## config.mk

```make
export PLATFORM = sky130hd
export DESIGN_NAME = mod_accum_flat
export DESIGN_NICKNAME = d
export VERILOG_FILES = /design/src/rtl/mod_accum_if.sv /design/src/rtl/mod_accum.sv /design/src/flat_wrapper.sv
export SDC_FILE = /design/constraint.sdc
export NUM_CORES = 1
export LEC_CHECK = 0
export ABC_AREA = 1
export ABC_CLOCK_PERIOD_IN_PS = 1900
export CAP_MARGIN = 20
export CORE_ASPECT_RATIO = 0.6
export CORE_MARGIN = 3
export CORE_UTILIZATION = 32
export CTS_CLUSTER_DIAMETER = 100
export DETAILED_ROUTE_END_ITERATION = 6
export GPL_ROUTABILITY_DRIVEN = 0
export PLACE_DENSITY = 0.51
export SLEW_MARGIN = 5
export SYNTH_ARGS = -nofsm -noshare
export SYNTH_HDL_FRONTEND = slang
export SYNTH_SLANG_ARGS = --single-unit
```

## constraint.sdc

```tcl
create_clock -name clk -period 1.9 [get_ports clk]
set_input_delay 0.38 -clock clk [delete_from_list [all_inputs] [get_ports clk]]
set_output_delay 0.38 -clock clk [all_outputs]
set_load 0.02 [all_outputs]
```

## src/rtl/mod_accum_if.sv

```systemverilog
// Handshake bundle for the modular accumulator.
// Both sides use strict valid/ready: a transfer happens on a rising clock
// edge where valid and ready are both high; once valid is raised, the
// payload holds steady until that edge, and ready never depends
// combinationally on valid.
interface mod_accum_if #(
    parameter int W  = 7,
    parameter int KW = 8
);
    // Producer side: step value, load/accumulate select, handshake.
    logic [W-1:0]  __in0;
    logic          in_load;
    logic          in_valid;
    logic          in_ready;

    // Consumer side: reduced result, wrap count, handshake.
    logic [W-1:0]  __out0;
    logic [KW-1:0] out_wraps;
    logic          out_valid;
    logic          out_ready;

    // The accumulator itself.
    modport slave (
        input  __in0,
        input  in_load,
        input  in_valid,
        input  out_ready,
        output in_ready,
        output __out0,
        output out_wraps,
        output out_valid
    );

    // The environment that drives steps and consumes results.
    modport master (
        output __in0,
        output in_load,
        output in_valid,
        output out_ready,
        input  in_ready,
        input  __out0,
        input  out_wraps,
        input  out_valid
    );
endinterface

```

## src/rtl/mod_accum.sv

```systemverilog
// Sequential modular accumulator: acc <- (acc + step) mod MOD, or
// acc <- step mod MOD in load mode. The reduction subtracts MOD once per
// cycle, so no divider is needed. The number of subtractions is reported
// with each result.
module mod_accum #(
    parameter int W    = 7,
    parameter int MOD  = 100,
    parameter int INIT = 0,
    parameter int KW   = 8
) (
    input  logic        clk,
    input  logic        rst,        // asynchronous, active low
    mod_accum_if.slave  bus,
    output logic [1:0]  dbg_state   // current FSM state, for observation
);

    typedef enum logic [1:0] {
        S_IDLE   = 2'd0,
        S_REDUCE = 2'd1,
        S_OUT    = 2'd2
    } state_t;

    // The modulus needs W+1 bits so that MOD = 2^W can be represented.
    localparam logic [W:0]    MOD_C  = (W+1)'(MOD);
    localparam logic [W-1:0]  INIT_C = W'(INIT);
    localparam logic [KW-1:0] K_MAX  = {KW{1'b1}};

    state_t        state_q, state_d;
    logic [W-1:0]  acc_q, acc_d;
    logic [W:0]    sum_q, sum_d;
    logic [KW-1:0] k_q, k_d;
    logic [W-1:0]  out_data_q, out_data_d;
    logic [KW-1:0] out_wraps_q, out_wraps_d;

    logic accept;
    logic sum_ge_mod;

    // A step is taken only in IDLE; in_ready is a pure state decode.
    assign accept     = (state_q == S_IDLE) && bus.in_valid;
    // sum is always W+1 bits, so this compare never overflows.
    assign sum_ge_mod = (sum_q >= MOD_C);

    // State register.
    always_ff @(posedge clk or negedge rst) begin
        if (!rst) begin
            state_q <= S_IDLE;
        end else begin
            state_q <= state_d;
        end
    end

    // Next-state logic: IDLE -> REDUCE -> OUT -> IDLE.
    always_comb begin
        state_d = state_q;
        case (state_q)
            S_IDLE: begin
                if (accept) begin
                    state_d = S_REDUCE;
                end
            end
            S_REDUCE: begin
                // Leave as soon as the remainder is in range.
                if (!sum_ge_mod) begin
                    state_d = S_OUT;
                end
            end
            S_OUT: begin
                if (bus.out_ready) begin
                    state_d = S_IDLE;
                end
            end
            default: begin
                state_d = S_IDLE;
            end
        endcase
    end

    // Output decode: handshake flags come only from the state register.
    always_comb begin
        bus.in_ready  = (state_q == S_IDLE);
        bus.out_valid = (state_q == S_OUT);
        bus.__out0    = out_data_q;
        bus.out_wraps = out_wraps_q;
        dbg_state     = state_q;
    end

    // Datapath next values: load sum on accept, subtract MOD while too
    // large, then commit the remainder to acc and the output holding regs.
    always_comb begin
        acc_d       = acc_q;
        sum_d       = sum_q;
        k_d         = k_q;
        out_data_d  = out_data_q;
        out_wraps_d = out_wraps_q;
        case (state_q)
            S_IDLE: begin
                if (accept) begin
                    if (bus.in_load) begin
                        sum_d = {1'b0, bus.__in0};
                    end else begin
                        sum_d = {1'b0, acc_q} + {1'b0, bus.__in0};
                    end
                    k_d = '0;
                end
            end
            S_REDUCE: begin
                if (sum_ge_mod) begin
                    sum_d = sum_q - MOD_C;
                    // The wrap count saturates rather than rolling over.
                    if (k_q != K_MAX) begin
                        k_d = k_q + 1'b1;
                    end
                end else begin
                    // sum < MOD <= 2^W, so the top bit is zero here.
                    acc_d       = sum_q[W-1:0];
                    out_data_d  = sum_q[W-1:0];
                    out_wraps_d = k_q;
                end
            end
            default: begin
                // OUT: everything holds while the consumer stalls.
            end
        endcase
    end

    // Datapath registers; reset discards any in-flight result.
    always_ff @(posedge clk or negedge rst) begin
        if (!rst) begin
            acc_q       <= INIT_C;
            sum_q       <= '0;
            k_q         <= '0;
            out_data_q  <= INIT_C;
            out_wraps_q <= '0;
        end else begin
            acc_q       <= acc_d;
            sum_q       <= sum_d;
            k_q         <= k_d;
            out_data_q  <= out_data_d;
            out_wraps_q <= out_wraps_d;
        end
    end

endmodule
```

## src/flat_wrapper.sv

```systemverilog
// flat-port wrapper written by rule: the top's interface ports become plain ports
module mod_accum_flat 
#(
    parameter int W    = 7,
    parameter int MOD  = 100,
    parameter int INIT = 0,
    parameter int KW   = 8
)
  (clk, rst, dbg_state, bus___in0, bus_in_load, bus_in_valid, bus_out_ready, bus_in_ready, bus___out0, bus_out_wraps, bus_out_valid);
  mod_accum_if #(.W(W), .KW(KW)) bus_i ();
  input  logic clk;
  input  logic rst;
  output logic [1:0] dbg_state;
  input wire logic [$bits(bus_i.__in0)-1:0] bus___in0;
  input wire logic [$bits(bus_i.in_load)-1:0] bus_in_load;
  input wire logic [$bits(bus_i.in_valid)-1:0] bus_in_valid;
  input wire logic [$bits(bus_i.out_ready)-1:0] bus_out_ready;
  output wire logic [$bits(bus_i.in_ready)-1:0] bus_in_ready;
  output wire logic [$bits(bus_i.__out0)-1:0] bus___out0;
  output wire logic [$bits(bus_i.out_wraps)-1:0] bus_out_wraps;
  output wire logic [$bits(bus_i.out_valid)-1:0] bus_out_valid;
  assign bus_i.__in0 = bus___in0;
  assign bus_i.in_load = bus_in_load;
  assign bus_i.in_valid = bus_in_valid;
  assign bus_i.out_ready = bus_out_ready;
  assign bus_in_ready = bus_i.in_ready;
  assign bus___out0 = bus_i.__out0;
  assign bus_out_wraps = bus_i.out_wraps;
  assign bus_out_valid = bus_i.out_valid;
  mod_accum #(.W(W), .MOD(MOD), .INIT(INIT), .KW(KW)) u_core (.clk(clk), .rst(rst), .bus(bus_i), .dbg_state(dbg_state));
endmodule
```

==> impl_results.md <==
* Largest net degree at the start of global routing at 34
* Tot GR Track Use at between 10% and 20%
* Ports at 31
* Final slew viol count at 0
* Sink Count at 33
* Top_reg_cell synth: dfrtp_1
* Final setup vio count at 0
* DR WL/cell at 12.49 µm
* Cell variety after synth at 31
* Layout cells sized above 1 at 15.77%
* Worst Tran Pin Value at 0.4467 ns
* Mapped Area at 0.002039 mm²
* Crit path required time at between 1.5 and 2 ns
* Area Growth Syn to Fin at 29.20%
* Max clock buf depth at 2
* Dominant cells by area after synthesis: dfrtp_1 (40%), nand2_1 (14%), ha_1 (6.1%)
* Largest family of logic cells by synthesized area: simple AND/OR/NAND/NOR gates
* Post-Route WL at 4.957 mm
* Post-synth EDFFs at 0
* Leak at 1.256 nW
* Hold_sp: u_core.k_q[6]$_DFFE_PN0P_
* Yosys warns at 0
* Pwr dens at around 1500 mW/mm²
* DP Cell Count at 389
* CP Launch Point: u_core.dbg_state[0]$_DFFE_PN0P_
* Slew margin rel. at 70.22%
* Worst-Skew Late Latency at 0.29 ns
* Core Area at 0.005859 mm²
* Initial Util at roughly a third
* Maxcap violations at 0
* H-tree levels at 2
* CTS tree: done
* Post-synthesis area per instance at approximately 7.6 µm²
* Synth Area in Compound Gates at 12.45%
* Mux share of post-synthesis cell area at 0%
* Tcrit/Tclk final at 95.25%
* IO buf count at 30
* Crit path max fanout at 5
* CTS clk-pin slew, worst paths at 0.07 ns
* Clk_skew at 0.01048 ns
* Place WS at -0.2528 ns
* Die ar. at about 0.0074 mm²
* Vias/cell at 4.496
* Post-CTS Hold Buffers at 0
* GR Overflow Total at 0
* Final Hold Fails at 0
* Synthesized Nets at slightly below 300
* FP Rows at 21
* Most numerous cell in the Yosys netlist: nand2_1
* Fin worst setup slack at 0.09018 ns
* Yosys top cell area share at about two fifths
* Worst ir drop on vdd at 0.6028 mV
* Global-route wire length before repair at 8.231 mm
* Clock root buffer: clkbuf_8
* Max Fclk at 552.5 MHz
* Hpwl dp at 3.792 mm
* Largest area contributor in the netlist: dfrtp_1
* Post-synthesis xor/xnor area fraction at 1.718%
* Initial antenna violation count at 0
* Worst reg-to-reg setup slack at 0.17 ns
* Crit Reg-Reg Startpoint: u_core.sum_q[3]$_DFFE_PN0P_
* Post-layout nets at 339
* Die W at about 110 µm
* Worst min-delay path class: flip-flop to flip-flop
* TritonCTS buffer count at 5
* Vias in the first global route at around 1.6k
* Total iterations of the first detailed-routing run at 5
* DRT antenna net count at 0
* Adder-cell share of the synthesized area at 7.117%
* Critical path data arrival time at 1.43 ns
* DRC Markers at 0
* Fin cells at 397
* Top cells by count, synth: nand2_1 (74), dfrtp_1 (33), inv_1 (33), o21ai_0 (24), nor2_1 (20)
* Worst setup EP type: output pin
* Number of DRC markers in iteration 0 at 97
* Seq cells post-synth at 33
* CP Launch Type: flip-flop
* Die Height at 67.84 µm
* Ant diodes at 0
* Mapped Cells at 269
* Register area share after synthesis at 40.49%
* Crit path kind: flip-flop to output pin
* Post-synthesis simple-gate area fraction at 28.47%
* Unrepaired setup endpoints after global routing: true
* Minimum clock period at 1.810 ns
* Via count at 1785
* Post-synth ARST share at 100.0%
* Status: finished, final reports clean
-- metrics by stage --
step                hold WS [ns]   TNS (ns)  total power [mW]  util, %  instance area (µm²)
global placement          0.4681    -0.9264             3.354    43.26                 2535
detailed placement        0.4678     -1.040             3.364    43.26                 2535
floorplan                0.08441          0             2.564        -                 2039
global route              0.5141  -0.001860             4.268    44.97                 2635
finish                    0.4791          0             3.892    44.97                 2635
CTS                       0.4841          0             3.909    44.74                 2621
-- registers in the layout (all words and copies together), names as in the netlist --
signal,cells
u_core.k_q,8
u_core.bus.out_wraps,8
u_core.acc_q,7
u_core.sum_q,8
u_core.dbg_state,2
-- routing by layer --
layer | track usage, % | up-vias | part of all wire (%)
met5 | 0 | - | 0
li1 | - | 951 | -
met3 | 3.959 | 4 | 5.6
met1 | 24.43 | 788 | 59
met2 | 17.74 | 42 | 35
met4 | 2.835 | 0 | 0.56
-- area by class of cell --
type | count | area [µm²]
Clock inverter | 3 | 17.52
Sequential cell | 33 | 825.8
Multi-Input combinational cell | 188 | 1028
Tap cell | 80 | 100.1
Inverter | 41 | 153.9
Timing Repair Buffer | 47 | 440.4
Clock buffer | 5 | 68.82
Fill cell | 603 | 3224
-- path summary, 6_finish.rpt --
kind,cells after the start,endpoint
min in group asynchronous,2,u_core.sum_q[1]$_DFFE_PN0P_
hold / removal,2,u_core.k_q[6]$_DFFE_PN0P_
max in group asynchronous,2,u_core.k_q[6]$_DFFE_PN0P_
setup reg to reg,12,u_core.k_q[5]$_DFFE_PN0P_
setup / recovery,2,bus_in_ready
hold reg to reg,2,u_core.k_q[6]$_DFFE_PN0P_
-- cell families (layout without fill, tap and decap cells) --
logic type | after synthesis | count (layout)
AOI/OAI and AO/OA | 47 | 47
and+or+nand+nor | 126 | 126
adders and majority gates | 11 | 11
buffers and inverters | 48 | 96
xor gates and xnor gates | 4 | 4
DFF | 33 | 33
-- worst max-delay path, cell delays in order (launching register included) --
cell,delay [ns]
dfrtp_1,0.43
nor2_2,0.11
clkdlybuf4s50_1,0.61
-- power by group --
part	internal, mW	total (mW)	leakage (nW)	switching [mW]
registers	0.916	1.09	0.429	0.178
clock network	0.253	0.532	0.0439	0.279
logic	0.918	2.27	0.782	1.35
total	2.09	3.89	1.26	1.81
-- placed cells by master, fill, tap and decap left out, drive strengths merged, types with 4 or more instances in the layout --
master	n
buf	17
dfrtp	33
nand2	78
nor2	22
ha	10
inv	40
clkbuf	5
nand3	19
a21oi	9
clkdlybuf4s50	30
o21ai	33
xor2	4
-- repair_timing --
action	in CTS	in global routing
setup endpoints to repair	0	4
buffers inserted	0	0
resized for setup	0	5
Power figures use the tool's default switching activity.
